`config.mk`:
```
export PLATFORM = sky130hd
export DESIGN_NAME = mod10_counter_arbiter_flat
export DESIGN_NICKNAME = d
export VERILOG_FILES = /design/src/rtl/mod10_counter_arbiter_if.sv /design/src/rtl/mod10_counter_arbiter.sv /design/src/flat_wrapper.sv
export SDC_FILE = /design/constraint.sdc
export NUM_CORES = 1
export LEC_CHECK = 0
export BUFFER_PORTS_ARGS = -buffer_cell sky130_fd_sc_hd__buf_2
export CORE_ASPECT_RATIO = 1.25
export CORE_MARGIN = 5
export CORE_UTILIZATION = 40
export CTS_CLUSTER_DIAMETER = 60
export DETAILED_ROUTE_END_ITERATION = 12
export PLACE_DENSITY_LB_ADDON = 0.15
export SLEW_MARGIN = 20
export SYNTH_ARGS = -nofsm -noshare
export SYNTH_HDL_FRONTEND = slang
export SYNTH_SLANG_ARGS = --single-unit
```
`constraint.sdc`:
```
create_clock -name clk -period 1.7 [get_ports clk]
set_input_delay 0.34 -clock clk [delete_from_list [all_inputs] [get_ports clk]]
set_output_delay 0.34 -clock clk [all_outputs]
set_load 0.005 [all_outputs]
```
`src/rtl/mod10_counter_arbiter_if.sv`:
```
// mod10_counter_arbiter_if
// Bundles the requester handshake and the shared mod-10 counter control
// signals used by mod10_counter_arbiter.
//
// Signals:
//   req[1:0]        per-requester request, held until done/abort
//   dir[1:0]        per-requester direction (0 = up, 1 = down)
//   steps0, steps1  per-requester step count
//   gnt[1:0]        one-hot grant
//   done[1:0]       one-cycle completion pulse per requester
//   aborted         one-cycle pulse when the granted requester bailed out
//   busy            arbiter is in a run or finishing one
//   cnt_q           current value of the shared counter
//   cnt_load, cnt_load_value, cnt_up_down, cnt_upthendown
//                   control inputs of the shared counter
//
// Modports:
//   master  the arbiter side
//   slave   the requesters plus the counter side
interface mod10_counter_arbiter_if #(
    parameter int STEP_W = 4
);
    logic [1:0]        req;
    logic [1:0]        dir;
    logic [STEP_W-1:0] steps0;
    logic [STEP_W-1:0] steps1;
    logic [1:0]        gnt;
    logic [1:0]        done;
    logic              aborted;
    logic              busy;
    logic [3:0]        cnt_q;
    logic              cnt_load;
    logic [3:0]        cnt_load_value;
    logic              cnt_up_down;
    logic              cnt_upthendown;

    modport master (
        input  req, dir, steps0, steps1, cnt_q,
        output gnt, done, aborted, busy,
        output cnt_load, cnt_load_value, cnt_up_down, cnt_upthendown
    );

    modport slave (
        output req, dir, steps0, steps1, cnt_q,
        input  gnt, done, aborted, busy,
        input  cnt_load, cnt_load_value, cnt_up_down, cnt_upthendown
    );
endinterface

```
`src/rtl/mod10_counter_arbiter.sv`:
```
// mod10_counter_arbiter
// Shares one free-running mod-10 up/down counter between two requesters.
// A granted requester gets exactly N single-step counts in its chosen
// direction; at all other times the counter is frozen by reloading its own
// output. Grants alternate round-robin when both requesters are waiting.
//
// Ports:
//   clk      system clock, rising edge
//   reset_n  synchronous active-low reset
//   bus      mod10_counter_arbiter_if.master (requester handshake and
//            counter control, see the interface file)
module mod10_counter_arbiter #(
    parameter int STEP_W = 4
) (
    input  logic                    clk,
    input  logic                    reset_n,
    mod10_counter_arbiter_if.master bus
);

    typedef enum logic [1:0] {
        IDLE = 2'd0,
        RUN  = 2'd1,
        DONE = 2'd2
    } state_t;

    state_t            state;
    state_t            state_next;
    logic [1:0]        gnt_r;
    logic [1:0]        gnt_next;
    logic [1:0]        done_r;
    logic [1:0]        done_next;
    logic              aborted_r;
    logic              aborted_next;
    logic              busy_r;
    logic [STEP_W-1:0] remaining;
    logic [STEP_W-1:0] remaining_next;
    logic              rr_ptr;
    logic              rr_next;
    logic              dir_lat;
    logic              dir_next;
    logic              owner;
    logic              owner_next;

    logic              winner;
    logic [STEP_W-1:0] win_steps;
    logic              win_dir;
    logic              owner_req;
    logic              run_step;

    // Arbitration: a lone requester always wins; on a tie rr_ptr decides.
    always_comb begin
        winner = 1'b0;
        case (bus.req)
            2'b01:   winner = 1'b0;
            2'b10:   winner = 1'b1;
            2'b11:   winner = rr_ptr;
            default: winner = 1'b0;
        endcase
        win_steps = winner ? bus.steps1 : bus.steps0;
        win_dir   = bus.dir[winner];
    end

    // The counter only steps while running for an owner that still requests;
    // a dropped request freezes it in the very same cycle.
    assign owner_req = bus.req[owner];
    assign run_step  = (state == RUN) && owner_req;

    assign bus.cnt_load       = ~run_step;
    assign bus.cnt_load_value = bus.cnt_q;
    assign bus.cnt_up_down    = dir_lat;
    assign bus.cnt_upthendown = 1'b0;

    assign bus.gnt     = gnt_r;
    assign bus.done    = done_r;
    assign bus.aborted = aborted_r;
    assign bus.busy    = busy_r;

    always_ff @(posedge clk) begin
        if (!reset_n) begin
            state     <= IDLE;
            gnt_r     <= 2'b00;
            done_r    <= 2'b00;
            aborted_r <= 1'b0;
            busy_r    <= 1'b0;
            remaining <= '0;
            rr_ptr    <= 1'b0;
            dir_lat   <= 1'b0;
            owner     <= 1'b0;
        end else begin
            state     <= state_next;
            gnt_r     <= gnt_next;
            done_r    <= done_next;
            aborted_r <= aborted_next;
            busy_r    <= (state_next != IDLE);
            remaining <= remaining_next;
            rr_ptr    <= rr_next;
            dir_lat   <= dir_next;
            owner     <= owner_next;
        end
    end

    // done and aborted are pulses: they default low and are only raised on
    // the transition into DONE, so they last exactly that one cycle.
    always_comb begin
        state_next     = state;
        gnt_next       = gnt_r;
        done_next      = 2'b00;
        aborted_next   = 1'b0;
        remaining_next = remaining;
        rr_next        = rr_ptr;
        dir_next       = dir_lat;
        owner_next     = owner;

        case (state)
            IDLE: begin
                if (|bus.req) begin
                    owner_next = winner;
                    dir_next   = win_dir;
                    gnt_next   = winner ? 2'b10 : 2'b01;
                    if (win_steps != '0) begin
                        state_next     = RUN;
                        remaining_next = win_steps;
                    end else begin
                        // Zero-length run completes without touching the counter.
                        state_next = DONE;
                        done_next  = winner ? 2'b10 : 2'b01;
                    end
                end
            end

            RUN: begin
                // A dropped request wins over a final step in the same cycle.
                if (!owner_req) begin
                    state_next   = DONE;
                    aborted_next = 1'b1;
                end else begin
                    remaining_next = remaining - 1'b1;
                    if (remaining == {{(STEP_W-1){1'b0}}, 1'b1}) begin
                        state_next = DONE;
                        done_next  = owner ? 2'b10 : 2'b01;
                    end
                end
            end

            DONE: begin
                gnt_next   = 2'b00;
                rr_next    = ~owner;
                state_next = IDLE;
            end

            default: begin
                gnt_next   = 2'b00;
                state_next = IDLE;
            end
        endcase
    end

endmodule

```
`src/flat_wrapper.sv`:
```
// flat-port wrapper written by rule: the top's interface ports become plain ports
module mod10_counter_arbiter_flat 
#(
    parameter int STEP_W = 4
)
  (clk, reset_n, bus_req, bus_dir, bus_steps0, bus_steps1, bus_cnt_q, bus_gnt, bus_done, bus_aborted, bus_busy, bus_cnt_load, bus_cnt_load_value, bus_cnt_up_down, bus_cnt_upthendown);
  mod10_counter_arbiter_if #(.STEP_W(STEP_W)) bus_i ();
  input  logic clk;
  input  logic reset_n;
  input wire logic [$bits(bus_i.req)-1:0] bus_req;
  input wire logic [$bits(bus_i.dir)-1:0] bus_dir;
  input wire logic [$bits(bus_i.steps0)-1:0] bus_steps0;
  input wire logic [$bits(bus_i.steps1)-1:0] bus_steps1;
  input wire logic [$bits(bus_i.cnt_q)-1:0] bus_cnt_q;
  output wire logic [$bits(bus_i.gnt)-1:0] bus_gnt;
  output wire logic [$bits(bus_i.done)-1:0] bus_done;
  output wire logic [$bits(bus_i.aborted)-1:0] bus_aborted;
  output wire logic [$bits(bus_i.busy)-1:0] bus_busy;
  output wire logic [$bits(bus_i.cnt_load)-1:0] bus_cnt_load;
  output wire logic [$bits(bus_i.cnt_load_value)-1:0] bus_cnt_load_value;
  output wire logic [$bits(bus_i.cnt_up_down)-1:0] bus_cnt_up_down;
  output wire logic [$bits(bus_i.cnt_upthendown)-1:0] bus_cnt_upthendown;
  assign bus_i.req = bus_req;
  assign bus_i.dir = bus_dir;
  assign bus_i.steps0 = bus_steps0;
  assign bus_i.steps1 = bus_steps1;
  assign bus_i.cnt_q = bus_cnt_q;
  assign bus_gnt = bus_i.gnt;
  assign bus_done = bus_i.done;
  assign bus_aborted = bus_i.aborted;
  assign bus_busy = bus_i.busy;
  assign bus_cnt_load = bus_i.cnt_load;
  assign bus_cnt_load_value = bus_i.cnt_load_value;
  assign bus_cnt_up_down = bus_i.cnt_up_down;
  assign bus_cnt_upthendown = bus_i.cnt_upthendown;
  mod10_counter_arbiter #(.STEP_W(STEP_W)) u_core (.clk(clk), .reset_n(reset_n), .bus(bus_i));
endmodule
```
Word-level counts from Yosys, hierarchy flattened
Index checks and enable logic that the tools add are counted.
{ "totals": {"elab_cells": 58, "reg_bits": 15} }
{ "classes": {"n_eq_ne": 8, "n_mux": 25, "add_sub_neg": 1, "reduce_logical": 10, "bitwise_logic": 3, "magnitude_cmp": 2} }
{ "op_table": {"columns": ["cell", "count"], "rows": [
  ["two-way mux 2 bit", 11],
  ["two-way mux 4 bit", 4],
  ["one-hot mux 2 bit (2 select lines)", 3],
  ["one-hot mux 4 bit (2 select lines)", 1],
  ["equality test 2 bit, second input constant", 3],
  ["!= test 2 x 1 -> 1 bit, second input constant", 3],
  ["AND reduction 2 bit", 3],
  ["two-way mux 1 bit", 5],
  ["equality test 4 x 1 -> 1 bit, second input constant", 1],
  ["< comparator 1 x 2 -> 1 bit, second input constant", 2],
  ["AND reduction 4 bit", 1],
  ["nonzero test 2 bit", 2],
  ["nonzero test 4 bit", 1],
  ["subtractor 4 x 1 -> 4 bit, second input constant", 1],
  ["inverter 1 bit", 3],
  ["equality test 2 x 1 -> 1 bit, second input constant", 1],
  ["zero test 2 bit", 1],
  ["one-hot mux 1 bit (2 select lines)", 1],
  ["OR reduction 2 bit", 1],
  ["logical AND 1 bit", 1]
]} }

Depth between registers and ports, before layout
Gate-level depths: netlist (run 1).
{ "logic_depth": {"word_depth": 8, "ltp_mapped": 6, "ltp_nobuf": 6} }

Worst setup path before layout (run 1)
Ideal clock, no wire load.
{ "synth_timing": {"path_kind": "register to register", "from": "register u_core.rr_ptr", "to": "register u_core.remaining[3]", "slack_ps": 383, "period_less_slack_ps": 1317, "arrival_ps": 1191, "path_buffers": 0, "path_stages_with_launch": 6, "path_cell_list": "dfxtp_1 nand2b_2 nand2_2 mux2_1 o211ai_1 o22ai_1"} }
{ "synth_via": {"elab_chain_cells": 5, "word_cells_on_any_way": 8} }
{ "synth_lines": {"columns": ["element", "line_no", "text"], "rows": [
  ["from (decl)", "mod10_counter_arbiter.sv:37", "logic rr_ptr;"],
  ["from (signal assigned)", "mod10_counter_arbiter.sv:96", "rr_ptr <= rr_next;"],
  ["one-hot mux 1 bit (2 select lines) (*)", "mod10_counter_arbiter.sv:53", "case (bus.req)"],
  ["two-way mux 4 bit (*)", "mod10_counter_arbiter.sv:59", "win_steps = winner ? bus.steps1 : bus.steps0;"],
  ["nonzero test 4 bit / two-way mux 4 bit (equally long branches)", "mod10_counter_arbiter.sv:120", "if (win_steps != '0) begin"],
  ["!= test 2 x 1 -> 1 bit (no line) / two-way mux 4 bit (equally long branches)", null, null],
  ["AND reduction 4 bit (no line) / one-hot mux 4 bit (2 select lines) (equally long branches)", null, null],
  ["to (signal assigned)", "mod10_counter_arbiter.sv:95", "remaining <= remaining_next;"],
  ["to (decl)", "mod10_counter_arbiter.sv:35", "logic [STEP_W-1:0] remaining;"]
]} }
Mark *: on every way between the ends. The rest lies on a longest branch, timed or not. The select of a mux whose other input is x is not followed.
A chain may end at the register's enable or synchronous reset.

Worst setup path in the final report (run 1)
{ "layout_timing": {"from": "register u_core.owner", "to": "output port bus_cnt_load"} }
{ "layout_via": {"elab_chain_cells": 4} }
{ "layout_lines": {"columns": ["element", "line_no", "text"], "rows": [
  ["from (decl)", "mod10_counter_arbiter.sv:41", "logic owner;"],
  ["from (signal assigned)", "mod10_counter_arbiter.sv:98", "owner <= owner_next;"],
  ["two-way mux 1 bit (not written as such) (2 in series)", "mod10_counter_arbiter.sv:65", "assign owner_req = bus.req[owner];"],
  ["logical AND 1 bit", "mod10_counter_arbiter.sv:66", "assign run_step = (state == RUN) && owner_req;"],
  ["inverter 1 bit", "mod10_counter_arbiter.sv:68", "assign bus.cnt_load = ~run_step;"],
  ["to (decl)", "flat_wrapper.sv:19", "output wire logic [$bits(bus_i.cnt_load)-1:0] bus_cnt_load;"]
]} }
Every way passes these cells. The select of a mux whose other input is x is not followed.

==> results by group, run 1 <==
Status
  – Run status: finished, final reports clean

Synthesis
  – Synth Instances: ~110
  – Warnings from Yosys: 0
  – Synth cell types: 42
  – Synth Register Bits: 15
  – Post-Syn Area: between 900 and 1000 um^2
  – Syn nets: ~130
  – Synth cell count leaders: dfxtp_1, nand3_1, a21oi_1, nor2_1
  – Area leader, netlist: dfxtp_1
  – Top-count cell post-synth: dfxtp_1
  – EDFF count, synth: 0
  – FFs w/ async S/R, synth: 0
  – Synth top area cells: dfxtp_1, nand3_1, a21oi_1
  – Most common flop cell mapped by yosys: dfxtp_1
  – Avg Cell Area, Syn: roughly 8.5 um^2
  – Yosys top cell area share: 0.333
  – Sequential cell area fraction in the yosys report: 0.333

CTS
  – CTS tree: built
  – Maximum clock path buffer count: 2
  – Worst skew pair latency: ~0.30 ns
  – Post-CTS Setup Repair Bufs: 0
  – TritonCTS Buffers: 3
  – Hold_buf cts: 0
  – Clock-pin slew on the worst setup and hold paths: approximately 0.10 ns
  – Root buf cell: clkbuf_4
  – CTS H-tree depth: 1
  – Sink Count: 15

Critical path
  – Crit path launch type: flop
  – Crit-path cells: mux2i_1 > buf_4 > nor2_4 > inv_1 > buf_2
  – Worst EP arrival: about 1.3 ns
  – Buffers & Inverters on Critical Path: 3
  – Reg2Reg Launch Point: u_core.rr_ptr$_SDFFE_PN0N_
  – Worst EP required: ~1.4 ns
  – Max stage delay on crit path: around 0.42 ns
  – Max stage delay cell, worst path: dfxtp_1
  – Critical Path Source: u_core.owner$_SDFFE_PN0P_
  – Crit-path max FO: 5
  – CP endpoint kind: output port
  – Delay-heaviest family, CP: flip-flops
  – CP Class: flop to output port

Placed design
  – Dpl cells: 153
  – Port Buf Inserts: 21
  – Setup WS pre-CTS: 0.166 ns
  – GP Congestion: slightly below 0.8
  – DPL Wire Length: roughly 1.6 mm

Routing
  – WL met2: approximately 1000 um
  – DR pass1 iterations: 4
  – Met3 WL: approximately 75 um
  – Initial DRC count: 16
  – WL/cell: around 13 um
  – Total number of vias: 803
  – Total wire length: 1.98 mm
  – Top Metal Used: met4
  – Antenna-violating nets left: 0
  – Wl on met1: 874 um
  – DRC viols: 0
  – Via density: about 5

Floorplanning
  – Num ports: 31
  – FP Rows: 19
  – Starting density of the core: 0.412
  – Placeable Area: 2190 um^2
  – Die Area: ~3300 um^2
  – Die Wd: 52.5 um
  – Die Height: about 63 um

STA
  – Setup violations, final: 0
  – Max Fclk: around 620 MHz
  – Endpoints failing hold: 0
  – Worst setup margin: between 0.09 and 0.1 ns
  – Max-slew violation count: 0
  – Clock Skew: 0.00553 ns
  – Final period utilization: 0.947
  – Post-Route Setup TNS: 0 ns
  – Hold WS: 0.381 ns
  – Final Critical Period: ~1.6 ns
  – RSZ-0062 raised after global routing: no

Power
  – PD cells: 902 nW/um^2
  – Final total power: roughly 0.00094 W
  – Peak supply drop: about 530 uV
  – Pleak: about 0.44 nW

Layout
  – Area growth syn-to-layout: 15.0%
  – Final Net Count: roughly 150
  – Share of layout cells above drive strength 1: 0.325
  – Antenna cell count: 0
  – Post-Layout Cell Count: 157

GRT
  – Initial antenna violation count: 0
  – Largest net degree at the start of global routing: 15
  – Total grt overflow: 0
  – Gr usage total: 0.134
  – Vias in the first global route: 793
  – First-pass GRT wire length: 3.34 mm

Flow run
  – Max-Cap Viols: 0

Worst hold path
  – Hold/Removal Path Class: input pin to flop
  – Worst Hold Launch: bus_steps1[3]
## tightest hold or removal path, delay by kind of cell
family / cells / cell delay, ns
buffers and inverters: 1 / 0.10
AOI/OAI and AO/OA: 1 / 0.06
and+or+nand+nor: 2 / 0.13
## state kept, by name, indices dropped and copies added (netlist names)
name                    cells
u_core.bus.busy             1
u_core.state                2
u_core.rr_ptr               1
u_core.owner                1
u_core.bus.gnt              2
u_core.bus.done             2
u_core.bus.aborted          1
u_core.bus.cnt_up_down      1
u_core.remaining            4
## per-layer routing
layer / up-vias / global-route usage
li1: 413 / -
met1: 369 / 0.156
met2: 18 / 0.220
met3: 3 / 0.0236
met4: 0 / 0.0767
met5: - / 0
## power breakdown
part / switching [W] / internal (W) / leakage, nW
registers: 0.0000308 / 0.000396 / 0.124
clock network: 0.000126 / 0.0000878 / 0.0177
logic: 0.000163 / 0.000132 / 0.300
## worst paths after layout
path         cells after the start  slack (ns)                          endpoint
max                              5        0.09                      bus_cnt_load
min                              4        0.38     u_core.bus.done[1]$_SDFF_PN0_
max reg2reg                      5        0.29  u_core.remaining[3]$_SDFFE_PN0P_
min reg2reg                      2        0.47  u_core.remaining[1]$_SDFFE_PN0P_
## final cells by class
type	count	area (um^2)
sequential	15	302
clock inverter	1	5.00
inverter	5	18.8
fill	235	1150
clock buffer	3	22.5
tap	31	38.8
timing repair buffer	24	128
multi-input combinational	78	523
## timing repair
action / 4_1_cts / 5_1_grt
endpoints found under the setup margin: 0 / 1
gates resized for setup: 0 / 1
hold endpoints to repair: 0 / 0
## placed cells by master (no fill, tap or decap), types with 3 or more instances in the layout
cell type  instances
nand2b_1           3
buf_2             21
nor2_1             8
a21oi_1            9
inv_1              4
dfxtp_1           14
buf_4              3
o211ai_1           3
o21ai_0            5
nand3_1           10
nand2_1            6
clkbuf_4           3
## through the flow
step	util	cell area, um^2
floorplan	-	902
global placement	0.461	1010
detailed placement	0.461	1010
CTS	0.474	1040
global route	0.474	1040
finish	0.474	1040
## cell families (layout without fill, tap and decap cells)
logic type,Yosys count,count (layout),synth area share
AOI/OAI and AO/OA,29,29,0.227
buffers and inverters,13,33,0.0874
muxes,3,3,0.0361
DFF,15,15,0.333
and+or+nand+nor,43,43,0.284
adders and majority gates,2,2,0.0277
other,1,1,0.00416
Note: power is estimated with default switching activity, not from simulation.
==> run 2, diff against run 1 <==
CORE_MARGIN = not set   (was 5)
==> results by group, run 2 (synthesized netlist as in run 1, its figures left out) <==
Floorplanning
  – Die Area: approximately 2500 um^2
  – Num ports: 31
  – Starting density of the core: 0.440
  – FP Rows: 18
  – Placeable Area: about 2000 um^2
  – Die Height: between 50 and 60 um
  – Die Wd: about 44 um

STA
  – Post-Route Setup TNS: 0 ns
  – Hold WS: 0.376 ns
  – Max-slew violation count: 0
  – RSZ-0062 raised after global routing: no
  – Clock Skew: between 0.005 and 0.006 ns
  – Final period utilization: 0.941
  – Final Critical Period: around 1.6 ns
  – Endpoints failing hold: 0
  – Worst setup margin: 0.100 ns
  – Max Fclk: roughly 630 MHz
  – Setup violations, final: 0

Critical path
  – Worst EP arrival: around 1.3 ns
  – Crit-path max FO: 5
  – Max stage delay cell, worst path: dfxtp_1
  – CP Class: flop to output port
  – Crit path launch type: flop
  – Worst EP required: around 1.4 ns
  – Crit-path cells: mux2i_1 > buf_4 > nor2_4 > inv_1 > buf_2
  – Worst reg2reg path depth: 5
  – CP endpoint kind: output port
  – Max stage delay on crit path: about 0.42 ns

Layout
  – Max FFs per register: 4
  – Largest reg by FF count: u_core.remaining
  – Area growth syn-to-layout: 15.0%
  – Post-Layout Cell Count: 156
  – Share of layout cells above drive strength 1: 0.325
  – Antenna cell count: 0
  – Commonest non-fill, non-tap cells in the layout: buf_2, dfxtp_1, nand3_1
  – Final Net Count: ~150
  – Commonest non-fill, non-tap cell in the layout: buf_2

Placed design
  – Dpl cells: between 150 and 200
  – Setup WS pre-CTS: between 0.1 and 0.15 ns
  – Port Buf Inserts: 21
  – GP Congestion: 0.811
  – DPL Wire Length: approximately 1.4 mm

Routing
  – DR pass1 iterations: 3
  – DRC viols: 0
  – Initial DRC count: 18
  – Via density: just over 5
  – Total wire length: between 1.5 and 2 mm
  – Antenna-violating nets left: 0
  – WL/cell: between 10 and 15 um
  – Total number of vias: just under 800

CTS
  – Hold_buf cts: 0
  – CTS H-tree depth: 1
  – Clock-pin slew on the worst setup and hold paths: about 0.10 ns
  – TritonCTS Buffers: 3
  – Root buf cell: clkbuf_4
  – CTS tree: built
  – Worst skew pair latency: a little under 0.3 ns
  – Post-CTS Setup Repair Bufs: 0
  – Maximum clock path buffer count: 2
  – Post_cts resized: 0
  – Sink Count: 15

Power
  – Cell Int Power: around 0.00062 W
  – Peak supply drop: ~550 uV
  – Switching portion of total power: 0.338
  – Clock Power Share: 0.226
  – Combinational power share: 0.315
  – Pleak: 0.441 nW
  – Sw Pwr: around 0.00031 W
  – PD cells: 895 nW/um^2
  – Sequential Power Share: 0.459

Status
  – Run status: finished, final reports clean

Worst hold path
  – Hold/Removal Path Class: input pin to flop
  – Hold path cells: 3

GRT
  – Gr usage total: 0.172
  – Initial antenna violation count: 0
  – Largest net degree at the start of global routing: 15
  – Total grt overflow: 0
  – First-pass GRT wire length: ~3.0 mm
  – Vias in the first global route: about 750

Flow run
  – Max-Cap Viols: 0
## run 2: path summary, 6_finish.rpt
check                                endpoint  slack, ns                             start
min             u_core.bus.done[0]$_SDFF_PN0_       0.38                        bus_req[0]
max                              bus_cnt_load       0.10         u_core.owner$_SDFFE_PN0P_
min reg2reg  u_core.remaining[1]$_SDFFE_PN0P_       0.47  u_core.remaining[1]$_SDFFE_PN0P_
max reg2reg  u_core.remaining[2]$_SDFFE_PN0P_       0.29        u_core.state[1]$_SDFF_PN0_
## run 2: layout make-up
cell class              instances  area, um^2
fillers                       195        1010
inverters                       5        18.8
clock buffers                   3        22.5
clock inverters                 1        5.00
repair buffers                 24         128
flip-flops and latches         15         300
multi-input cells              78         526
well taps                      30        37.5
## run 2: power by group through the flow
stage	Clock, W	Combinational [W]	Sequential (W)
after floorplan	0	0.000221	0.000429
after global placement	0	0.000290	0.000434
after detailed placement	0	0.000291	0.000434
after CTS	0.000218	0.000293	0.000426
after global routing	0.000239	0.000329	0.000433
final	0.000210	0.000292	0.000426
## run 2: metrics by stage
stage          cell area (um^2)  total power, W   util
2_1_floorplan               902        0.000650      -
3_3_place_gp               1010        0.000724  0.491
3_5_place_dp               1010        0.000725  0.491
4_1_cts                    1030        0.000937  0.505
5_1_grt                    1040         0.00100  0.506
6_report                   1040        0.000929  0.506
## run 2: critical path, delay by kind of cell (launching register included)
family                 cells  cell delay (ns)
buffers and inverters      3             0.30
flip-flops                 1             0.42
multiplexers               1             0.22
AND/OR/NAND/NOR            1             0.04
## run 2: per-layer routing
layer,up-vias,GRT usage,share of wire
met5,-,0,0
met4,0,0.121,0.035
met3,6,0.0357,0.040
met2,17,0.299,0.48
met1,353,0.185,0.45
li1,414,-,-
